--- src/rtl/ctrl_pkg.sv ---
// Shared control-bundle types, opcode table and field encodings for the 5-stage control pipe.
// Latency: n/a (types and constants only).
// Backpressure: n/a.
package ctrl_pkg;

  // Field encodings
  localparam logic [2:0] RW_NONE = 3'b000;
  localparam logic [2:0] RW_WORD = 3'b001;
  localparam logic [2:0] RW_HALF = 3'b010;
  localparam logic [2:0] RW_BYTE = 3'b011;
  localparam logic [2:0] RW_LINK = 3'b100;
  localparam logic [2:0] RW_MAC  = 3'b101;

  localparam logic [1:0] MW_NONE = 2'b00;
  localparam logic [1:0] MW_WORD = 2'b01;
  localparam logic [1:0] MW_HALF = 2'b10;
  localparam logic [1:0] MW_BYTE = 2'b11;

  localparam logic [1:0] MTR_ALU = 2'b00;
  localparam logic [1:0] MTR_MEM = 2'b01;
  localparam logic [1:0] MTR_PC  = 2'b10;

  // ALU operations (R-type funct[3:0] uses the same numbering for 0..9)
  localparam logic [3:0] ALU_ADD  = 4'd0;
  localparam logic [3:0] ALU_SUB  = 4'd1;
  localparam logic [3:0] ALU_MUL  = 4'd2;
  localparam logic [3:0] ALU_AND  = 4'd3;
  localparam logic [3:0] ALU_OR   = 4'd4;
  localparam logic [3:0] ALU_XOR  = 4'd5;
  localparam logic [3:0] ALU_SLL  = 4'd6;
  localparam logic [3:0] ALU_SRL  = 4'd7;
  localparam logic [3:0] ALU_SRA  = 4'd8;
  localparam logic [3:0] ALU_SLT  = 4'd9;
  localparam logic [3:0] ALU_SLTU = 4'd10;
  localparam logic [3:0] ALU_LUI  = 4'd11;

  // Opcode table
  localparam logic [6:0] OP_R     = 7'h01;
  localparam logic [6:0] OP_ADDI  = 7'h02;
  localparam logic [6:0] OP_ANDI  = 7'h03;
  localparam logic [6:0] OP_ORI   = 7'h04;
  localparam logic [6:0] OP_XORI  = 7'h05;
  localparam logic [6:0] OP_SLLI  = 7'h06;
  localparam logic [6:0] OP_SRLI  = 7'h07;
  localparam logic [6:0] OP_SRAI  = 7'h08;
  localparam logic [6:0] OP_SLTI  = 7'h09;
  localparam logic [6:0] OP_MULI  = 7'h0A;
  localparam logic [6:0] OP_LW    = 7'h0B;
  localparam logic [6:0] OP_LH    = 7'h0C;
  localparam logic [6:0] OP_LB    = 7'h0D;
  localparam logic [6:0] OP_SW    = 7'h0E;
  localparam logic [6:0] OP_SH    = 7'h0F;
  localparam logic [6:0] OP_SB    = 7'h10;
  localparam logic [6:0] OP_LUI   = 7'h11;
  localparam logic [6:0] OP_BEQ   = 7'h12;
  localparam logic [6:0] OP_BNE   = 7'h13;
  localparam logic [6:0] OP_BGE   = 7'h14;
  localparam logic [6:0] OP_BLT   = 7'h15;
  localparam logic [6:0] OP_JAL   = 7'h16;
  localparam logic [6:0] OP_JALR  = 7'h17;
  localparam logic [6:0] OP_SAJ   = 7'h18;
  localparam logic [6:0] OP_MA    = 7'h19;
  localparam logic [6:0] OP_SLTIU = 7'h1A;

  localparam int CNT_W = 4;

  typedef struct packed {
    logic       mem_read;
    logic [1:0] mem_write;
    logic [1:0] mem_to_reg;
    logic [2:0] reg_write;
    logic       alu_src;
    logic [3:0] alu_op1;
    logic [3:0] alu_op2;
    logic       br_eq;
    logic       br_ne;
    logic       br_ge;
    logic       br_lt;
    logic       jump;
    logic       jump_reg;
    logic       saj;
    logic       is_mul;
  } ctrl_t;

  localparam ctrl_t CTRL_NOP = '0;

  typedef enum logic {ST_RUN, ST_MUL_BUSY} state_t;

  // ALU operation for the register-immediate arithmetic opcodes
  function automatic logic [3:0] imm_alu_op(input logic [6:0] op);
    logic [3:0] r;
    r = ALU_ADD;
    case (op)
      OP_ANDI:  r = ALU_AND;
      OP_ORI:   r = ALU_OR;
      OP_XORI:  r = ALU_XOR;
      OP_SLLI:  r = ALU_SLL;
      OP_SRLI:  r = ALU_SRL;
      OP_SRAI:  r = ALU_SRA;
      OP_SLTI:  r = ALU_SLT;
      OP_SLTIU: r = ALU_SLTU;
      default:  r = ALU_ADD;
    endcase
    return r;
  endfunction

endpackage

--- src/rtl/ctrl_pipe_decode.sv ---
// ID-stage decoder: opcode/funct to control bundle; anything unrecognised becomes NOP.
// Latency: combinational.
// Backpressure: none; the caller decides when the result is captured.
module ctrl_decode
  import ctrl_pkg::*;
(
  input  logic       valid,
  input  logic [6:0] opcode,
  input  logic [9:0] funct,
  output ctrl_t      ctrl
);

  // Table decode; R-type funct with nonzero upper bits is treated as unknown
  always_comb begin
    ctrl = CTRL_NOP;
    if (valid) begin
      case (opcode)
        OP_R: begin
          if (funct[9:4] == 6'd0 && funct[3:0] <= ALU_SLT) begin
            ctrl.reg_write = RW_WORD;
            ctrl.alu_op1   = funct[3:0];
            ctrl.is_mul    = (funct[3:0] == ALU_MUL);
          end
        end
        OP_ADDI, OP_ANDI, OP_ORI, OP_XORI, OP_SLLI, OP_SRLI, OP_SRAI, OP_SLTI, OP_SLTIU: begin
          ctrl.alu_src   = 1'b1;
          ctrl.reg_write = RW_WORD;
          ctrl.alu_op1   = imm_alu_op(opcode);
        end
        OP_MULI: begin
          ctrl.alu_src   = 1'b1;
          ctrl.reg_write = RW_WORD;
          ctrl.alu_op1   = ALU_MUL;
          ctrl.is_mul    = 1'b1;
        end
        OP_LW, OP_LH, OP_LB: begin
          ctrl.mem_read   = 1'b1;
          ctrl.mem_to_reg = MTR_MEM;
          ctrl.alu_src    = 1'b1;
          ctrl.alu_op1    = ALU_ADD;
          ctrl.reg_write  = (opcode == OP_LW) ? RW_WORD :
                            (opcode == OP_LH) ? RW_HALF : RW_BYTE;
        end
        OP_SW, OP_SH, OP_SB: begin
          ctrl.alu_src   = 1'b1;
          ctrl.alu_op1   = ALU_ADD;
          ctrl.mem_write = (opcode == OP_SW) ? MW_WORD :
                           (opcode == OP_SH) ? MW_HALF : MW_BYTE;
        end
        OP_LUI: begin
          ctrl.alu_src   = 1'b1;
          ctrl.reg_write = RW_WORD;
          ctrl.alu_op1   = ALU_LUI;
        end
        OP_BEQ: begin ctrl.br_eq = 1'b1; ctrl.alu_op1 = ALU_SUB; end
        OP_BNE: begin ctrl.br_ne = 1'b1; ctrl.alu_op1 = ALU_SUB; end
        OP_BGE: begin ctrl.br_ge = 1'b1; ctrl.alu_op1 = ALU_SLT; end
        OP_BLT: begin ctrl.br_lt = 1'b1; ctrl.alu_op1 = ALU_SLT; end
        OP_JAL: begin
          ctrl.jump       = 1'b1;
          ctrl.reg_write  = RW_LINK;
          ctrl.mem_to_reg = MTR_PC;
        end
        OP_JALR: begin
          ctrl.jump_reg   = 1'b1;
          ctrl.alu_src    = 1'b1;
          ctrl.alu_op1    = ALU_ADD;
          ctrl.reg_write  = RW_LINK;
          ctrl.mem_to_reg = MTR_PC;
        end
        OP_SAJ: begin
          // store the link value and jump in one instruction
          ctrl.saj       = 1'b1;
          ctrl.jump      = 1'b1;
          ctrl.alu_src   = 1'b1;
          ctrl.alu_op1   = ALU_ADD;
          ctrl.mem_write = MW_WORD;
        end
        OP_MA: begin
          ctrl.reg_write = RW_MAC;
          ctrl.alu_op1   = ALU_MUL;
          ctrl.alu_op2   = ALU_ADD;
          ctrl.is_mul    = 1'b1;
        end
        default: ctrl = CTRL_NOP;
      endcase
    end
  end

endmodule

--- src/rtl/ctrl_pipe.sv ---
// Control pipeline EX/MEM/WB with load-use bubble, multi-cycle multiply hold and flush.
// Latency: one edge per stage; multiplies occupy EX for MUL_LAT cycles.
// Backpressure: mem_stall_i freezes everything; stall_o holds PC and IF/ID.
module ctrl_pipe
  import ctrl_pkg::*;
#(
  parameter int REG_AW  = 5,
  parameter int MUL_LAT = 3
) (
  input  logic              clk,
  input  logic              rst_n,
  input  logic              id_valid_i,
  input  logic [6:0]        id_opcode_i,
  input  logic [9:0]        id_funct12_i,
  input  logic [REG_AW-1:0] id_rs1_i,
  input  logic [REG_AW-1:0] id_rs2_i,
  input  logic [REG_AW-1:0] id_rd_i,
  input  logic              flush_i,
  input  logic              mem_stall_i,
  output logic              stall_o,
  output ctrl_t             ex_ctrl_o,
  output ctrl_t             mem_ctrl_o,
  output ctrl_t             wb_ctrl_o,
  output logic [REG_AW-1:0] ex_rd_o
);

  ctrl_t             id_ctrl;
  ctrl_t             ex_q, mem_q, wb_q;
  logic [REG_AW-1:0] ex_rd_q;
  state_t            state;
  logic [CNT_W-1:0]  cnt;
  logic              kill_pend;
  logic              load_use;
  logic              busy;

  ctrl_decode u_decode (
    .valid  (id_valid_i),
    .opcode (id_opcode_i),
    .funct  (id_funct12_i),
    .ctrl   (id_ctrl)
  );

  assign busy     = (state == ST_MUL_BUSY);
  assign load_use = ex_q.mem_read && (ex_rd_q != '0) &&
                    ((ex_rd_q == id_rs1_i) || (ex_rd_q == id_rs2_i));
  // flush cancels the ID instruction anyway, so a load-use stall would only waste a cycle
  assign stall_o  = rst_n && (mem_stall_i || busy || (!flush_i && load_use));

  assign ex_ctrl_o  = ex_q;
  assign mem_ctrl_o = mem_q;
  assign wb_ctrl_o  = wb_q;
  assign ex_rd_o    = ex_rd_q;

  // Stage registers and RUN/MUL_BUSY sequencing; a frozen memory stalls every register
  always_ff @(posedge clk or negedge rst_n) begin
    if (!rst_n) begin
      ex_q      <= CTRL_NOP;
      mem_q     <= CTRL_NOP;
      wb_q      <= CTRL_NOP;
      ex_rd_q   <= '0;
      state     <= ST_RUN;
      cnt       <= '0;
      kill_pend <= 1'b0;
    end else if (!mem_stall_i) begin
      wb_q <= mem_q;
      if (busy) begin
        // multiply held in EX; remember a flush so the waiting ID instruction is dropped later
        mem_q <= CTRL_NOP;
        cnt   <= cnt - 1'b1;
        if (flush_i) kill_pend <= 1'b1;
        if (cnt == CNT_W'(1)) state <= ST_RUN;
      end else begin
        mem_q     <= ex_q;
        kill_pend <= 1'b0;
        if (flush_i || kill_pend || load_use) begin
          ex_q    <= CTRL_NOP;
          ex_rd_q <= '0;
        end else begin
          ex_q    <= id_ctrl;
          ex_rd_q <= id_valid_i ? id_rd_i : '0;
          if (id_ctrl.is_mul && MUL_LAT > 1) begin
            state <= ST_MUL_BUSY;
            cnt   <= CNT_W'(MUL_LAT - 1);
          end
        end
      end
    end
  end

endmodule
--- config.mk ---
export PLATFORM = sky130hd
export DESIGN_NAME = ctrl_pipe
export DESIGN_NICKNAME = d
export VERILOG_FILES = /design/src/rtl/ctrl_pkg.sv /design/src/rtl/ctrl_pipe_decode.sv /design/src/rtl/ctrl_pipe.sv
export SDC_FILE = /design/constraint.sdc
export NUM_CORES = 1
export LEC_CHECK = 0
export CORE_MARGIN = 1
export CORE_UTILIZATION = 42
export DETAILED_ROUTE_END_ITERATION = 7
export PLACE_DENSITY = 0.77
export REMOVE_ABC_BUFFERS = 1
export SYNTH_ARGS = -nofsm -noshare
export SYNTH_HDL_FRONTEND = slang
export SYNTH_SLANG_ARGS = --single-unit
--- constraint.sdc ---
create_clock -name clk -period 1.9 [get_ports clk]
set_input_delay 0.38 -clock clk [delete_from_list [all_inputs] [get_ports clk]]
set_output_delay 0.38 -clock clk [all_outputs]
set_load 0.005 [all_outputs]
# After elaboration in Yosys (flattened, before gate mapping)

Memories as Yosys holds them, arrays and structs flattened.
Cells that the tools add are included.

Output and inout bits: 81
ROM bits: 128
Memories kept: 1
Bits of input ports: 37
Register bits: 86
Word-level logic and storage cells: 150

$add $sub $neg: 1
Bitwise logic cells: 2
Equality and inequality tests: 32
Magnitude comparators: 1
Reductions and logical operators: 28
Mux-type cells: 36

Memory list:

| name             | words | bits a word | rd ports | clocked after memory_dff | write ports | line           | RTL |
|---|---|---|---|---|---|---|---|
| (name not given) | 32    | 4           | 1        | 0                        | 0           | ctrl_pkg.sv:93 | `case (op)` |

Operators with widths:

| operator                                      | number |
|---|---|
| == test 7 x 5 -> 1 bit, second input constant | 11 |
| two-way mux 25 bit                            | 3 |
| == test 7 x 4 -> 1 bit, second input constant | 8 |
| == test 7 x 3 -> 1 bit, second input constant | 4 |
| case mux 4 bit (6 select lines)               | 1 |
| two-way mux 4 bit                             | 5 |
| two-way mux 1 bit                             | 19 |
| OR reduction 19 bit                           | 1 |
| case mux 3 bit (5 select lines)               | 1 |
| == test 7 x 2 -> 1 bit, second input constant | 2 |
| OR reduction 11 bit                           | 1 |
| == test 5 bit                                 | 2 |
| two-way mux 5 bit                             | 2 |
| OR reduction 2 bit                            | 5 |
| OR reduction 9 bit                            | 1 |
| case mux 2 bit (2 select lines)               | 2 |
| == test 7 x 1 -> 1 bit, second input constant | 1 |
| zero test 6 bit                               | 1 |
| OR reduction 3 bit                            | 2 |
| logical AND 1 bit                             | 5 |
| logical OR 1 bit                              | 5 |
| nonzero test 5 bit                            | 1 |
| == test 4 x 1 -> 1 bit, second input constant | 1 |
| == test 4 x 2 -> 1 bit, second input constant | 1 |
| other kinds (12)                              | 15 |

# Depth between registers and ports, before layout

Word-level depth: 8
Depth in mapped cells: 7
Depth with buffers taken out: 5

# Modules after synthesis

Synthesis repeated with hierarchy kept, for this count alone.

Cells, all modules: 446
Area total of the unflattened synthesis: 4221.5 µm²

By module, submodules not included:

| module      | instances | area each (µm²) | cells an instance | seq. area each (µm²) |
|---|---|---|---|---|
| ctrl_pipe   | 1         | 3602.2          | 345               | 2152.1 |
| ctrl_decode | 1         | 619.3           | 101               | 0.0 |

# Least setup slack after synthesis

Ideal clock, no wire load.

Kind: input to register
Start point: input port id_funct12_i[7]
End point: register cnt[0]
Setup time: 126 ps
Data required time: 1774 ps
Stages on the path: 5
Setup slack: -40 ps
Path buffers: 0
Arrival time: 1813 ps
Path through: or4_4 nor4_4 a32o_2 o211ai_4 a311o_1

Word-level cells in the longest chain between the ends: 7

RTL lines:

| element                              | line                   | RTL |
|---|---|---|
| start: declaration                   | ctrl_pipe.sv:14        | `input logic [9:0] id_funct12_i,` |
| zero test 6 bit                      | ctrl_pipe_decode.sv:19 | `if (funct[9:4] == 6'd0 && funct[3:0] <= ALU_SLT) begin` |
| logical AND 1 bit                    | ctrl_pipe_decode.sv:19 |  |
| two-way mux 1 bit                    | ctrl_pipe_decode.sv:19 |  |
| case mux 1 bit (2 select lines)      | ctrl_pipe_decode.sv:17 | `case (opcode)` |
| two-way mux 25 bit                   | ctrl_pipe_decode.sv:16 | `if (valid) begin` |
| nonzero test 2 bit (no source line)  | n/a                    |  |
| AND reduction 3 bit (no source line) | n/a                    |  |
| end signal: assignment               | ctrl_pipe.sv:69        | `cnt <= cnt - 1'b1;` |
| end signal: assignment               | ctrl_pipe.sv:83        | `cnt <= CNT_W'(MUL_LAT - 1);` |
| end: declaration                     | ctrl_pipe.sv:31        | `logic [CNT_W-1:0] cnt;` |

No other way between the ends.
A chain may end at the register's enable or synchronous reset.

# Worst setup path in the final report

Start point: register ex_rd_q[3] (netlist: ex_rd_o[3])
End point: output port stall_o

Word-level cells in the longest chain between the ends: 6
Elaborated cells on any way between the ends: 9
Those cells by class: 2 x eq/ne; 7 x reduce/logical

RTL lines:

| element                                               | line                             | RTL |
|---|---|---|
| start: declaration                                    | ctrl_pipe.sv:29                  | `logic [REG_AW-1:0] ex_rd_q;` |
| start signal: assignment                              | ctrl_pipe.sv:80                  | `ex_rd_q <= id_valid_i ? id_rd_i : '0;` |
| == test 5 bit or nonzero test 5 bit (tied branches)   | ctrl_pipe.sv:45, ctrl_pipe.sv:44 |  |
| logical OR 1 bit or logical AND 1 bit (tied branches) | ctrl_pipe.sv:45, ctrl_pipe.sv:44 |  |
| logical AND 1 bit *                                   | ctrl_pipe.sv:44                  | `assign load_use = ex_q.mem_read && (ex_rd_q != '0) &&` |
| logical AND 1 bit *                                   | ctrl_pipe.sv:47                  | `assign stall_o = rst_n && (mem_stall_i \|\| busy \|\| (!flush_i && load_use));` |
| logical OR 1 bit *                                    | ctrl_pipe.sv:47                  |  |
| logical AND 1 bit *                                   | ctrl_pipe.sv:47                  |  |
| end: declaration                                      | ctrl_pipe.sv:20                  | `output logic stall_o,` |

Mark *: on every way between the ends. The rest lies on a longest branch, timed or not.

==> results.tsv <==
stage	metric	value	unit
run_status	status	complete, but fails checks	
run_status	violations	negative setup slack	
drt	detail-route-antenna-nets	0	
layout	area_growth	42.9	%
sta	final_hold_viol_count	0	
pwr	clkPwrFrac	27.9	%
synthesis	synth_cells	380	
layout	drive_gt1_share	19.7	%
synthesis	yosysUniqueCellTypes	57	
clock_network	cts_htree_levels	3	
sta	timing.final.crit_share	114	%
synthesis	async_reset_ff_share	100	%
sta	finalCriticalPeriod	2.16	ns
critical_path	cp_max_fo	4	
critical_path	worst_setup_path_start_kind	register	
drt	first_pass_iters	4	
floorplanning	rows	33	
drt	wl_met1	4.42	mm
pwr	p_sw_share	31.3	%
flow_run	maxCapViolCount	0	
sta	clock_skew	0.00769	ns
hold_path	hold_path_class	input port to async pin	
global_routing	grt_pass1_vias	3111	
floorplanning	die-area	9210	µm²
critical_path	cp_slowest_stage_delay	0.51	ns
place	numPortBuffers	105	
critical_path	worstPathRequired	1.52	ns
floorplanning	core	8380	µm²
clock_network	cts-root-buf	clkbuf_8	
drt	wl_met3	590	µm
critical_path	worst_ep_arrival_time	1.78	ns
floorplanning	start_util	44.2	%
pwr	pwr-share-seq	45.6	%
floorplanning	die_w	96.0	µm
synthesis	ys_ff_latch	74	
sta	fin_ws	-0.265	ns
synthesis	ys_warn_count	0	
drt	drt-wirelength-per-cell	15.4	µm
synthesis	synthFlopType	dfrtp_1	
pwr	ir_drop	0.000362	V
floorplanning	io_pins	118	
drt	via_per_inst	5.18	
floorplanning	fp.dieH	96.0	µm
drt	vias	3226	
sta	fmax	462	MHz
global_routing	grt_max_degree	62	
global_routing	grt_antenna_before_repair	0	
sta	holdWs	0.0849	ns
clock_network	cts_hold_buf	0	
place	hpwl	6.88	mm
synthesis	synth_enable_flop_cells	0	
clock_network	cts.path.max_buffers	2	
clock_network	clkTransAtPathRegs	0.08	ns
drt	routed_wl	9.60	mm
sta	slew_viol_final	0	
sta	slew_headroom	59.6	%
clock_network	cts_tree	done	
clock_network	clkLatencyLatePin	0.35	ns
synthesis	syn_avg_cell_area	9.76	µm²
pwr	power.leakage	2.36	nW
global_routing	track_usage	22.2	%
critical_path	slowest_stage	or4_4	
pwr	switchingPower	0.00122	W
layout	n_antenna_cell	0	
synthesis	yosysSeqAreaShare	49.9	%
global_routing	overflow	0	
drt	highest_layer	met4	
drt	drt_iter0_drc	216	
synthesis	syn_area	3710	µm²
layout	finish.utilization	63.2	%
sta	setup_violations	1	
sta	rsz0062_at_grt	true	
critical_path	crit_family	simple AND/OR/NAND/NOR gates	
clock_network	cts_buffers	9	
sta	tightest_slew	0.606	ns
layout	fillerInstances	704	
layout	layout.nets	553	
critical_path	worstSetupPathType	register to primary output	
sta	setup_tns	-0.265	ns
drt	wl_met2	4.45	mm
critical_path	worst_setup_path_end_kind	primary output	
critical_path	path_cells	or4_4 -> o21ai_4 -> nor3_2 -> o21a_1 -> buf_2	
pwr	p_int	0.00267	W
layout	layout.cells.non_filler	623	
pwr	p_per_area	734	nW/µm²
place	pre_cts_ws	-0.567	ns
global_routing	grt_first_pass_wirelength	15.4	mm
clock_network	clock_sinks	74	
pwr	comb_power_share	26.5	%
place	globalplace.congestion	0.850	
drt	drc	0	
critical_path	critPathBufInv	1	
place	placed_cells	607	
==> per-layer routing <==
| metal | up-vias | GRT usage [%] |
|---|---|---|
| li1 | 1570 | - |
| met1 | 1528 | 30.7 |
| met2 | 115 | 34.7 |
| met3 | 13 | 4.58 |
| met4 | 0 | 7.46 |
| met5 | - | 0 |
==> what timing repair did <==
item / in CTS / in global routing
setup endpoints to repair: 9 / 32
pin swaps: 10 / 9
gates cloned: 0 / 0
setup buffers: 10 / 1
endpoints found under the hold margin: 0 / 0
gates resized for setup: 21 / 16
==> registers in the layout (all words and copies together), names as in the netlist <==
signal	count
kill_pend	1
cnt	4
busy	1
mem_ctrl_o	21
ex_rd_o	5
ex_ctrl_o	21
wb_ctrl_o	21
==> path summary, 6_finish.rpt <==
check                                             end  cells past startpoint                      start  slack, ns
max                                           stall_o                      5     ex_rd_o[3]$_DFFE_PN0P_      -0.26
min                        mem_ctrl_o[21]$_DFFE_PN0N_                      2                      rst_n       0.08
max reg2reg                  ex_ctrl_o[3]$_DFFE_PN0P_                      9     ex_rd_o[2]$_DFFE_PN0P_       0.09
min reg2reg                 wb_ctrl_o[15]$_DFFE_PN0N_                      1  wb_ctrl_o[15]$_DFFE_PN0N_       0.51
max in group asynchronous            busy$_DFFE_PN0N_                      3                      rst_n       0.88
min in group clk            wb_ctrl_o[15]$_DFFE_PN0N_                      1  wb_ctrl_o[15]$_DFFE_PN0N_       0.51
==> cell families (layout without fill, tap and decap cells) <==
logic type / Yosys count / in the layout / synth area share [%]
muxes: 24 / 24 / 7.19
xor gates and xnor gates: 11 / 11 / 2.60
adders and majority gates: 2 / 2 / 0.675
other: 1 / 12 / 0.101
AOI/OAI and AO/OA: 96 / 96 / 16.5
and+or+nand+nor: 129 / 129 / 16.4
buffers and inverters: 43 / 170 / 6.58
DFF: 74 / 74 / 49.9
==> worst reg2reg max path, stage by stage, from the launching register on <==
cell and delay [ns]:
dfrtp_1 0.41, buf_6 0.14, buf_6 0.11, xor2_1 0.14
nor2_1 0.08, a22oi_2 0.20, buf_4 0.21, o211ai_1 0.11
buf_4 0.17, o31ai_4 0.16
==> cell usage in the layout, fill, tap and decap left out, types with 4 or more instances in the layout <==
master           netlist  final
a21oi_1                6      6
a22o_1                 5      5
a22oi_1                5      4
buf_4                 12     41
clkbuf_8               0     11
clkdlybuf4s50_1        0     94
conb_1                 1     12
dfrtp_1               74     74
dlygate4sd2_1          0      4
dlymetal6s2s_1         0      4
inv_1                  6      6
mux2_2                21     21
nand2_1               80     80
nand2b_1               5      5
nor2_1                13     13
nor3_1                 8      5
o21ai_0               51     44
o21ai_1                1      7
xor2_1                10     10
==> metrics by stage <==
| stage | cell area, µm² | total power, W |
|---|---|---|
| 3_3_place_gp | 5030 | 0.00275 |
| 5_1_grt | 5300 | 0.00411 |
| 2_1_floorplan | 3530 | 0.00223 |
| 4_1_cts | 5260 | 0.00389 |
| 3_5_place_dp | 5030 | 0.00278 |
| 6_report | 5300 | 0.00389 |
==> power by group through the flow <==
stage / combinational, W / clock [W] / sequential (W)
global route: 0.00114 / 0.00118 / 0.00179
finish: 0.00103 / 0.00108 / 0.00177
detailed placement: 0.000977 / 0 / 0.00180
global placement: 0.000949 / 0 / 0.00180
CTS: 0.00101 / 0.00111 / 0.00177
floorplan: 0.000442 / 0 / 0.00179
==> Yosys cell counts, types with 6 or more instances <==
cell type	number	area (µm²)
nand2_1	80	300
buf_4	12	90.1
mux2_2	21	236
xor2_1	10	87.6
nor2_1	13	48.8
dfrtp_1	74	1850
inv_1	6	22.5
nor3_1	8	40.0
a21oi_1	6	30.0
o21ai_0	51	255
clkbuf_1	19	71.3
==> layout make-up <==
| cell class | count | area [µm²] | area share, % |
|---|---|---|---|
| flip-flops and latches | 74 | 1850 | 34.9 |
| inverters | 7 | 26.3 | 0.496 |
| well taps | 105 | 131 | 2.48 |
| repair buffers | 148 | 1390 | 26.2 |
| clock inverters | 3 | 15.0 | 0.283 |
| multi-input cells | 274 | 1730 | 32.7 |
| clock buffers | 12 | 155 | 2.93 |
Note: power is estimated with default switching activity, not from simulation.
